**config.mk**
```make
export PLATFORM = sky130hd
export DESIGN_NAME = uart_rx
export DESIGN_NICKNAME = d
export VERILOG_FILES = /design/src/rtl/uart_pkg.sv /design/src/rtl/sync_2ff.sv /design/src/rtl/uart_rx.sv
export SDC_FILE = /design/constraint.sdc
export NUM_CORES = 1
export LEC_CHECK = 0
export ABC_CLOCK_PERIOD_IN_PS = 1450
export CAP_MARGIN = 10
export CORE_MARGIN = 1.5
export CORE_UTILIZATION = 50
export CTS_CLUSTER_SIZE = 24
export DETAILED_ROUTE_END_ITERATION = 8
export PLACE_DENSITY = 0.74
export RECOVER_POWER = 25
export SLEW_MARGIN = 20
export SYNTH_ARGS = -nofsm -noshare
export SYNTH_HDL_FRONTEND = slang
export SYNTH_SLANG_ARGS = --single-unit
export TNS_END_PERCENT = 10
```
**constraint.sdc**
```tcl
create_clock -name i_clk -period 1.45 [get_ports i_clk]
set_input_delay 0.29 -clock i_clk [delete_from_list [all_inputs] [get_ports i_clk]]
set_output_delay 0.29 -clock i_clk [all_outputs]
set_load 0.005 [all_outputs]
```
**src/rtl/uart_pkg.sv**
```systemverilog
// Shared definitions for the UART receiver: FSM state encoding and default
// bit timing.
package uart_pkg;

    // Default number of system clocks per serial bit.
    localparam int CLKS_PER_BIT_DEFAULT = 8;

    // Number of data bits in an 8N1 frame.
    localparam int DATA_BITS = 8;

    // Receiver FSM states, in the order a frame walks through them.
    typedef enum logic [2:0] {
        IDLE    = 3'd0,
        START   = 3'd1,
        DATA    = 3'd2,
        STOP    = 3'd3,
        CLEANUP = 3'd4
    } rx_state_t;

endpackage

```
**src/rtl/sync_2ff.sv**
```systemverilog
// Two-flop synchronizer for a single asynchronous bit. Both flops reset to
// RESET_VAL so the synchronized output has a defined value out of reset.
module sync_2ff #(
    parameter logic RESET_VAL = 1'b1
) (
    input  logic i_clk,
    input  logic i_rst,
    input  logic i_d,
    output logic o_q
);

    logic meta_q;
    logic sync_q;

    // Shift the asynchronous input through two flops to resolve metastability.
    always_ff @(posedge i_clk) begin
        if (i_rst) begin
            meta_q <= RESET_VAL;
            sync_q <= RESET_VAL;
        end else begin
            // NOTE: non-blocking assignments let both flops sample their inputs
            // from before the edge; blocking here would collapse the chain to
            // a single flop.
            meta_q <= i_d;
            sync_q <= meta_q;
        end
    end

    assign o_q = sync_q;

endmodule

```
**src/rtl/uart_rx.sv**
```systemverilog
// 8N1 UART receiver. The serial line is synchronized, the start bit is
// qualified at its midpoint, and every following bit is sampled one bit
// period later so all samples land near bit centres.
module uart_rx
    import uart_pkg::*;
#(
    parameter int CLKS_PER_BIT = CLKS_PER_BIT_DEFAULT
) (
    input  logic       i_clk,
    input  logic       i_rst,
    input  logic       i_rx_serial,
    output logic       o_rx_dv,
    output logic [7:0] o_rx_byte
);

    // Reject bit timings too short to locate a mid-bit sample point.
    if (CLKS_PER_BIT < 4) begin : g_bad_param
        $error("uart_rx: CLKS_PER_BIT must be at least 4");
    end

    localparam int CNT_W = $clog2(CLKS_PER_BIT);

    // Terminal counts: middle of the start bit, and one full bit period.
    localparam logic [CNT_W-1:0] CNT_MID  = CNT_W'(CLKS_PER_BIT / 2 - 1);
    localparam logic [CNT_W-1:0] CNT_LAST = CNT_W'(CLKS_PER_BIT - 1);
    localparam logic [2:0]       BIT_LAST = 3'(DATA_BITS - 1);

    rx_state_t            state_q,   state_d;
    logic [CNT_W-1:0]     clk_cnt_q, clk_cnt_d;
    logic [2:0]           bit_idx_q, bit_idx_d;
    logic [DATA_BITS-1:0] shift_q,   shift_d;
    logic                 rx_dv_q,   rx_dv_d;
    logic [DATA_BITS-1:0] rx_byte_q, rx_byte_d;

    logic rx_sync;

    // Bring the asynchronous line into the clock domain; idles high.
    sync_2ff #(
        .RESET_VAL (1'b1)
    ) u_sync (
        .i_clk (i_clk),
        .i_rst (i_rst),
        .i_d   (i_rx_serial),
        .o_q   (rx_sync)
    );

    // State, counters, shift register and output registers.
    always_ff @(posedge i_clk) begin
        if (i_rst) begin
            state_q   <= IDLE;
            clk_cnt_q <= '0;
            bit_idx_q <= '0;
            shift_q   <= '0;
            rx_dv_q   <= 1'b0;
            rx_byte_q <= '0;
        end else begin
            state_q   <= state_d;
            clk_cnt_q <= clk_cnt_d;
            bit_idx_q <= bit_idx_d;
            shift_q   <= shift_d;
            rx_dv_q   <= rx_dv_d;
            rx_byte_q <= rx_byte_d;
        end
    end

    // Next-state logic: walk the frame, sampling the line only at mid-bit.
    always_comb begin
        // NOTE: every signal gets a default first, so no path through the case
        // leaves a value unassigned and infers a latch.
        state_d   = state_q;
        clk_cnt_d = clk_cnt_q;
        bit_idx_d = bit_idx_q;
        shift_d   = shift_q;
        rx_dv_d   = 1'b0;
        rx_byte_d = rx_byte_q;

        unique case (state_q)
            IDLE: begin
                clk_cnt_d = '0;
                bit_idx_d = '0;
                if (!rx_sync) begin
                    state_d = START;
                end
            end

            START: begin
                if (clk_cnt_q == CNT_MID) begin
                    clk_cnt_d = '0;
                    // A line already back high at mid start bit was a glitch.
                    state_d   = rx_sync ? IDLE : DATA;
                end else begin
                    clk_cnt_d = clk_cnt_q + 1'b1;
                end
            end

            DATA: begin
                if (clk_cnt_q == CNT_LAST) begin
                    clk_cnt_d          = '0;
                    shift_d[bit_idx_q] = rx_sync;
                    if (bit_idx_q == BIT_LAST) begin
                        state_d = STOP;
                    end else begin
                        bit_idx_d = bit_idx_q + 3'd1;
                    end
                end else begin
                    clk_cnt_d = clk_cnt_q + 1'b1;
                end
            end

            STOP: begin
                if (clk_cnt_q == CNT_LAST) begin
                    clk_cnt_d = '0;
                    // A low stop bit is a framing error: the byte is dropped
                    // and the previously published byte stays visible.
                    if (rx_sync) begin
                        rx_byte_d = shift_q;
                        rx_dv_d   = 1'b1;
                    end
                    state_d = CLEANUP;
                end else begin
                    clk_cnt_d = clk_cnt_q + 1'b1;
                end
            end

            CLEANUP: begin
                state_d = IDLE;
            end

            default: begin
                state_d = IDLE;
            end
        endcase
    end

    assign o_rx_dv   = rx_dv_q;
    assign o_rx_byte = rx_byte_q;

endmodule

```
==> impl_metrics.csv, run 1 <==
group,metric,value,unit
status,status,"finished, violations left",
status,violations,"setup timing",
clock_tree,cts_tree,"done",
clock_tree,cts.reportedPaths.clkPinSlew,0.15,ns
sta,worst_slack,-0.0176,ns
worst_setup_path,critPathSlowestCell,"dfxtp_2",
synthesis,synth_seq_cells,28,
synthesis,async_flop_share,0,%
layout,fin_util,66.1,%
synthesis,synth_edf_count,0,
worst_setup_path,worst_setup_path_end_kind,"flop",
sta,relSlewSlack,73.8,%
worst_setup_path,crit_arrival,1.69,ns
pwr,ir_worst_vdd,699,uV
layout,drive_above_1_share,32.7,%
layout,fillers,209,
sta,slew_violations,0,
hold_path,hp-start,"u_sync.meta_q",
global_route,antenna_found_initial,0,
pwr,p_leak,0.670,nW
layout,syn_to_final_growth,23.1,%
synthesis,syn-instance-count,143,
layout,finalInstanceArea,1650,um^2
sta,period_needed,1.47,ns
floorplanning,die_width,54.8,um
sta,hold_ws,0.451,ns
worst_setup_path,critPathBufInv,1,
synthesis,syn_nets,151,
worst_setup_path,path_class,"reg2reg",
global_route,grt-ovfl-total,0,
routing,drc,0,
synthesis,synth_top_area_cell,"dfxtp_1",
sta,rsz0062_at_grt,"true",
layout,diodes,0,
pwr,pwr_density_cell,817,nW/um^2
place,dp.cells,188,
routing,wl_per_cell,15.4,um
sta,setup_violations,2,
worst_setup_path,r2r_start,"bit_idx_q[1]",
floorplanning,die_area,3000,um^2
layout,final_nets,171,
floorplanning,ios,12,
synthesis,avgSynthCellArea,9.38,um^2
pwr,p_sw,268,uW
sta,final_hold_viol_count,0,
pwr,switching_share,19.9,%
worst_setup_path,cp_top_family,"flip-flops",
worst_setup_path,start_kind,"flop",
clock_tree,clock_latency,0.33,ns
routing,first_iter_violations,13,
pwr,power_frac_seq,57.7,%
pwr,p_int,1.08,mW
routing,wl,2950,um
global_route,grt_usage,21.4,%
clock_tree,h-tree-depth,1,
synthesis,ys_types,39,
pwr,p_comb_share,4.0,%
sta,period_share,101,%
pwr,totalPowerFinal,1.35,mW
worst_setup_path,crit_chain,"ha_4, ha_4, nand3b_1, a211oi_2, buf_4, o32ai_2",
synthesis,synth-seq-area-share,41.8,%
place,gp_congestion,0.816,
hold_path,hp-class,"reg2reg",
clock_tree,root_buffer,"clkbuf_4",
flow_run,drv_cap,0,
sta,finalClockSkew,0.00908,ns
floorplanning,core-area,2500,um^2
routing,viasPerCell,5.76,
synthesis,synthTopCellsByArea,"dfxtp_1 (42%), mux2i_1 (6.0%), nand2b_1 (5.1%)",
place,port_buffers,11,
worst_setup_path,critPathMaxFanout,3,
worst_setup_path,startpoint,"bit_idx_q[1]",
global_route,grt_pass1_vias,999,
floorplanning,die_h,54.8,um
global_route,grt_max_degree,23,
floorplanning,core.rowCount,18,
worst_setup_path,cpMostUsedCell,"ha_4",
global_route,grt_pass1_wl,4560,um
routing,num_vias,1105,
place,place_area,1530,um^2
worst_setup_path,worstPathRequired,1.67,ns
layout,layout.cells.non_filler,192,
clock_tree,clock_path_buffers,2,
synthesis,ys.flop_type,"dfxtp_1",
synthesis,yosysWarnings,0,
sta,worst_pin_slew,0.393,ns
worst_setup_path,slowest_delay,0.37,ns
floorplanning,start_util,53.7,%
sta,fmax,0.681,GHz
synthesis,synth_top_area_share,41.8,%
synthesis,syn_area,1340,um^2
clock_tree,cts_sinks,28,
pwr,clockPowerShare,38.3,%
routing,firstDrtPassIters,4,
place,place.detailed.hpwl,1930,um
routing,final_antenna_net_count,0,
clock_tree,cts_buffers,3,
## kinds of logic (layout without fill, tap and decap cells)
family	Yosys count	count (layout)	synth area share, %
compound gates	29	29	13.5
xor+xnor	1	1	0.653
fa+ha+maj	5	5	4.66
buf+inv	16	35	7.65
flops	28	28	41.8
mux	9	9	6.81
simple gates	55	55	24.9
## registers in the layout, summed over array words and instances (netlist names)
signal	cells
u_sync.meta_q	1
shift_q	8
u_sync.o_q	1
state_q	3
o_rx_dv	1
clk_cnt_q	3
o_rx_byte	8
bit_idx_q	3
## stage by stage
step | TNS (ns) | worst slack, ns
after CTS | 0 | 0.00123
after global routing | -0.232 | -0.0828
after global placement | 0 | 0.0117
after detailed placement | -0.333 | -0.0477
final | -0.0295 | -0.0176
after floorplan | 0 | 0.0679
## cell usage in the layout, fill, tap and decap left out, types with 6 or more instances in the layout
cell type	n
a21oi_1	11
mux2i_1	8
buf_4	14
nand2b_1	11
o21ai_0	8
dfxtp_1	14
nand3_1	12
dfxtp_2	14
dlygate4sd2_1	9
nand2_1	6
## cell type report
class	instances	area (um^2)	area share, %
Clock inverter	1	30.0	1.82
Clock buffer	3	22.5	1.36
Tap cell	30	37.5	2.27
Sequential cell	28	578	35.0
Multi-Input combinational cell	99	741	44.8
Timing Repair Buffer	27	228	13.8
Inverter	4	15.0	0.909
## synth_stat cells, drive strengths merged, types with 4 or more instances
| library cell | number |
|---|---|
| a21oi | 11 |
| buf | 4 |
| clkbuf | 8 |
| dfxtp | 28 |
| ha | 5 |
| inv | 4 |
| mux2i | 8 |
| nand2 | 6 |
| nand2b | 11 |
| nand3 | 13 |
| nor2 | 4 |
| o21ai | 8 |
## power by group through the flow
stage,sequential [mW],combinational [mW],clock (mW)
after detailed placement,0.794,0.0525,0
final,0.778,0.0542,0.517
after global placement,0.794,0.0511,0
after CTS,0.777,0.0543,0.524
after floorplan,0.792,0.0303,0
after global routing,0.779,0.0584,0.567
## repair_timing
action | 4_1_cts | 5_1_grt
buffers inserted | 0 | 0
setup endpoints to repair | 13 | 15
pin swaps | 1 | 3
resized for setup | 21 | 14
hold buffers | 0 | 0
## final timing paths
check / end / depth (start not counted) / slack [ns]
worst min-delay path: u_sync.o_q / 1 / 0.45
worst max-delay path: bit_idx_q[1] / 6 / -0.02
worst max register to register: bit_idx_q[1] / 6 / -0.02
worst min register to register: u_sync.o_q / 1 / 0.45
## layer usage
metal / GRT usage [%] / wire [um] / up-vias
met4: 9.17 / 33 / 0
met5: 0 / 0 / -
met2: 35.7 / 1520 / 14
met3: 4.37 / 77 / 5
li1: - / - / 549
met1: 26.5 / 1320 / 537
(Power assumes the default switching activity.)
==> run 2, diff against run 1 <==
--- a/config.mk
+++ b/config.mk
@@ -7,7 +7,6 @@
 export LEC_CHECK = 0
 export ABC_CLOCK_PERIOD_IN_PS = 1450
 export CAP_MARGIN = 10
-export CORE_MARGIN = 1.5
 export CORE_UTILIZATION = 50
 export CTS_CLUSTER_SIZE = 24
 export DETAILED_ROUTE_END_ITERATION = 8
==> run 2 against run 1 <==
  * The flow now finishes without violations
  * Cell count is 0.52% higher
  * Final area is 2.8% lower
  * Setup slack better by 0.022 ns
  * Clock skew is 0.0071 ns lower
  * Combinational power is 5.9% lower
  * First-iteration DRC count is 62% higher
  * Register-to-register slack better by 0.02 ns
  * Die area is 3.6% lower
  * Count of clock-buffer cells in the layout stayed put
  * Hold slack hardly changed
  * Clock power is 1% lower
  * Sequential cell count stayed put
  * Critical endpoint is now bit_idx_q[0]
  * Largest cell class unchanged
==> impl_metrics.csv, run 2 (synthesis results as in run 1) <==
group,metric,value,unit
sta,fin_setup_tns,0,ns
routing,viasPerCell,5.69,
place,place.detailed.hpwl,2020,um
pwr,ir_worst_vdd,733,uV
sta,slew_violations,0,
pwr,switching_share,19.6,%
pwr,p_int,1.08,mW
clock_tree,root_buffer,"clkbuf_4",
worst_setup_path,crit_end,"bit_idx_q[0]",
global_route,grt_pass1_vias,1019,
layout,diodes,0,
worst_setup_path,r2r_slack,0.004,ns
sta,fmax,0.692,GHz
worst_setup_path,rr_endpoint,"bit_idx_q[0]",
flow_run,drv_cap,0,
global_route,antenna_found_initial,0,
sta,setup_violations,0,
global_route,grt-ovfl-total,0,
floorplanning,core.rowCount,18,
worst_setup_path,r2r_start,"bit_idx_q[0]",
sta,worst_slack,0.00417,ns
worst_setup_path,slowest_delay,0.35,ns
worst_setup_path,critPathSlowestCell,"dfxtp_2",
sta,period_needed,1.45,ns
layout,layout_commonest_cell,"dfxtp_1",
pwr,p_comb_share,3.8,%
routing,first_iter_violations,21,
clock_tree,cts_tree,"done",
floorplanning,ios,12,
global_route,grt_max_degree,17,
worst_setup_path,crit_arrival,1.67,ns
hold_path,hp-start,"u_sync.meta_q",
hold_path,hp-class,"reg2reg",
clock_tree,cts_buffers,3,
pwr,totalPowerFinal,1.34,mW
status,status,"completed",
clock_tree,clock_path_buffers,2,
routing,final_antenna_net_count,0,
floorplanning,die_h,53.8,um
worst_setup_path,critPathMaxFanout,3,
sta,period_share,99.7,%
place,gp_congestion,0.830,
clock_tree,cts.reportedPaths.clkPinSlew,0.15,ns
layout,drive_above_1_share,27.6,%
routing,firstDrtPassIters,4,
sta,final_hold_viol_count,0,
worst_setup_path,path_class,"reg2reg",
place,place_area,1530,um^2
worst_setup_path,start_kind,"flop",
routing,drc,0,
pwr,clockPowerShare,38.2,%
pwr,p_sw,263,uW
worst_setup_path,worst_setup_path_end_kind,"flop",
floorplanning,die_width,53.8,um
sta,rsz0062_at_grt,"true",
layout,finalInstanceArea,1610,um^2
layout,layout.cells.non_filler,193,
routing,wl,2870,um
layout,syn_to_final_growth,19.7,%
place,port_buffers,11,
place,pre_cts_slack,-0.0730,ns
floorplanning,die_area,2890,um^2
pwr,power_frac_seq,58.0,%
pwr,p_leak,0.672,nW
clock_tree,clock_latency,0.33,ns
routing,num_vias,1099,
sta,finalClockSkew,0.00196,ns
global_route,grt_usage,21.5,%
global_route,grt_pass1_wl,4490,um
routing,wl_per_cell,14.9,um
worst_setup_path,worstPathRequired,1.67,ns
place,dp.cells,189,
clock_tree,h-tree-depth,1,
floorplanning,core-area,2500,um^2
floorplanning,start_util,53.7,%
layout,layout_common_cells,"dfxtp_1 (19), buf_4 (15), nand3_1 (12), nand2b_1 (11), a21oi_1 (11)",
clock_tree,cts_sinks,28,
sta,worst_pin_slew,0.399,ns
worst_setup_path,reg2regPathDepth,5,
pwr,pwr_density_cell,835,nW/um^2
layout,final_nets,172,
worst_setup_path,crit_chain,"ha_1, ha_1, nand3b_1, a211oi_2, a211oi_1",
sta,hold_ws,0.451,ns
layout,fin_util,64.2,%
worst_setup_path,cpMostUsedCell,"ha_1",
worst_setup_path,startpoint,"bit_idx_q[0]",
sta,relSlewSlack,73.4,%
==> run 2: cell count changes in the layout (fill, tap and decap cells not counted), sizes merged <==
cell           delta
dlygate4sd2       -1
dlygate4sd3       -1
clkdlybuf4s50     +1
clkdlybuf4s25     +1
clkbuf            +1
==> run 2: power by group through the flow <==
stage	combinational, mW	sequential [mW]	clock, mW
final	0.0510	0.778	0.512
after global routing	0.0548	0.779	0.544
after CTS	0.0511	0.778	0.521
after detailed placement	0.0494	0.794	0
after global placement	0.0487	0.794	0
after floorplan	0.0303	0.792	0
==> run 2: critical path: cells and delay by family (launching register included) <==
family / cells / cell delay [ns]
AO/OA/AOI/OAI: 2 / 0.42
adder cells (fa/ha/maj): 2 / 0.40
flip-flops: 1 / 0.35
AND/OR/NAND/NOR: 1 / 0.17
==> run 2: worst min-delay path by stage <==
stage | depth (start not counted) | to | slack [ns]
after global routing | 1 | u_sync.o_q | 0.49
after detailed placement | 1 | u_sync.o_q | 0.42
final | 1 | u_sync.o_q | 0.45
after CTS | 1 | u_sync.o_q | 0.46
after global placement | 1 | u_sync.o_q | 0.40
after floorplan | 1 | u_sync.o_q | 0.39
==> run 2: metal layers <==
metal	vias to the layer above	track usage [%]	part of all wire [%]	wire, um
met4	0	3.51	0	0
met1	534	24.7	43	1240
met5	-	0	0	0
met3	0	5.08	2.9	82
met2	13	40.1	54	1550
li1	552	-	-	-
==> run 2: cell type report <==
type / count / area [um^2]
timing repair buffer: 28 / 221
sequential: 28 / 572
inverter: 4 / 15.0
clock inverter: 1 / 30.0
fill: 212 / 895
multi-input combinational: 99 / 707
clock buffer: 3 / 22.5
tap: 30 / 37.5
==> run 2: timing repair <==
item / in CTS / in global routing
endpoints found under the hold margin: 0 / 0
buffers inserted: 0 / 0
hold buffers: 0 / 0
gates resized for setup: 19 / 9
setup endpoints to repair: 13 / 11
pin swaps: 0 / 3
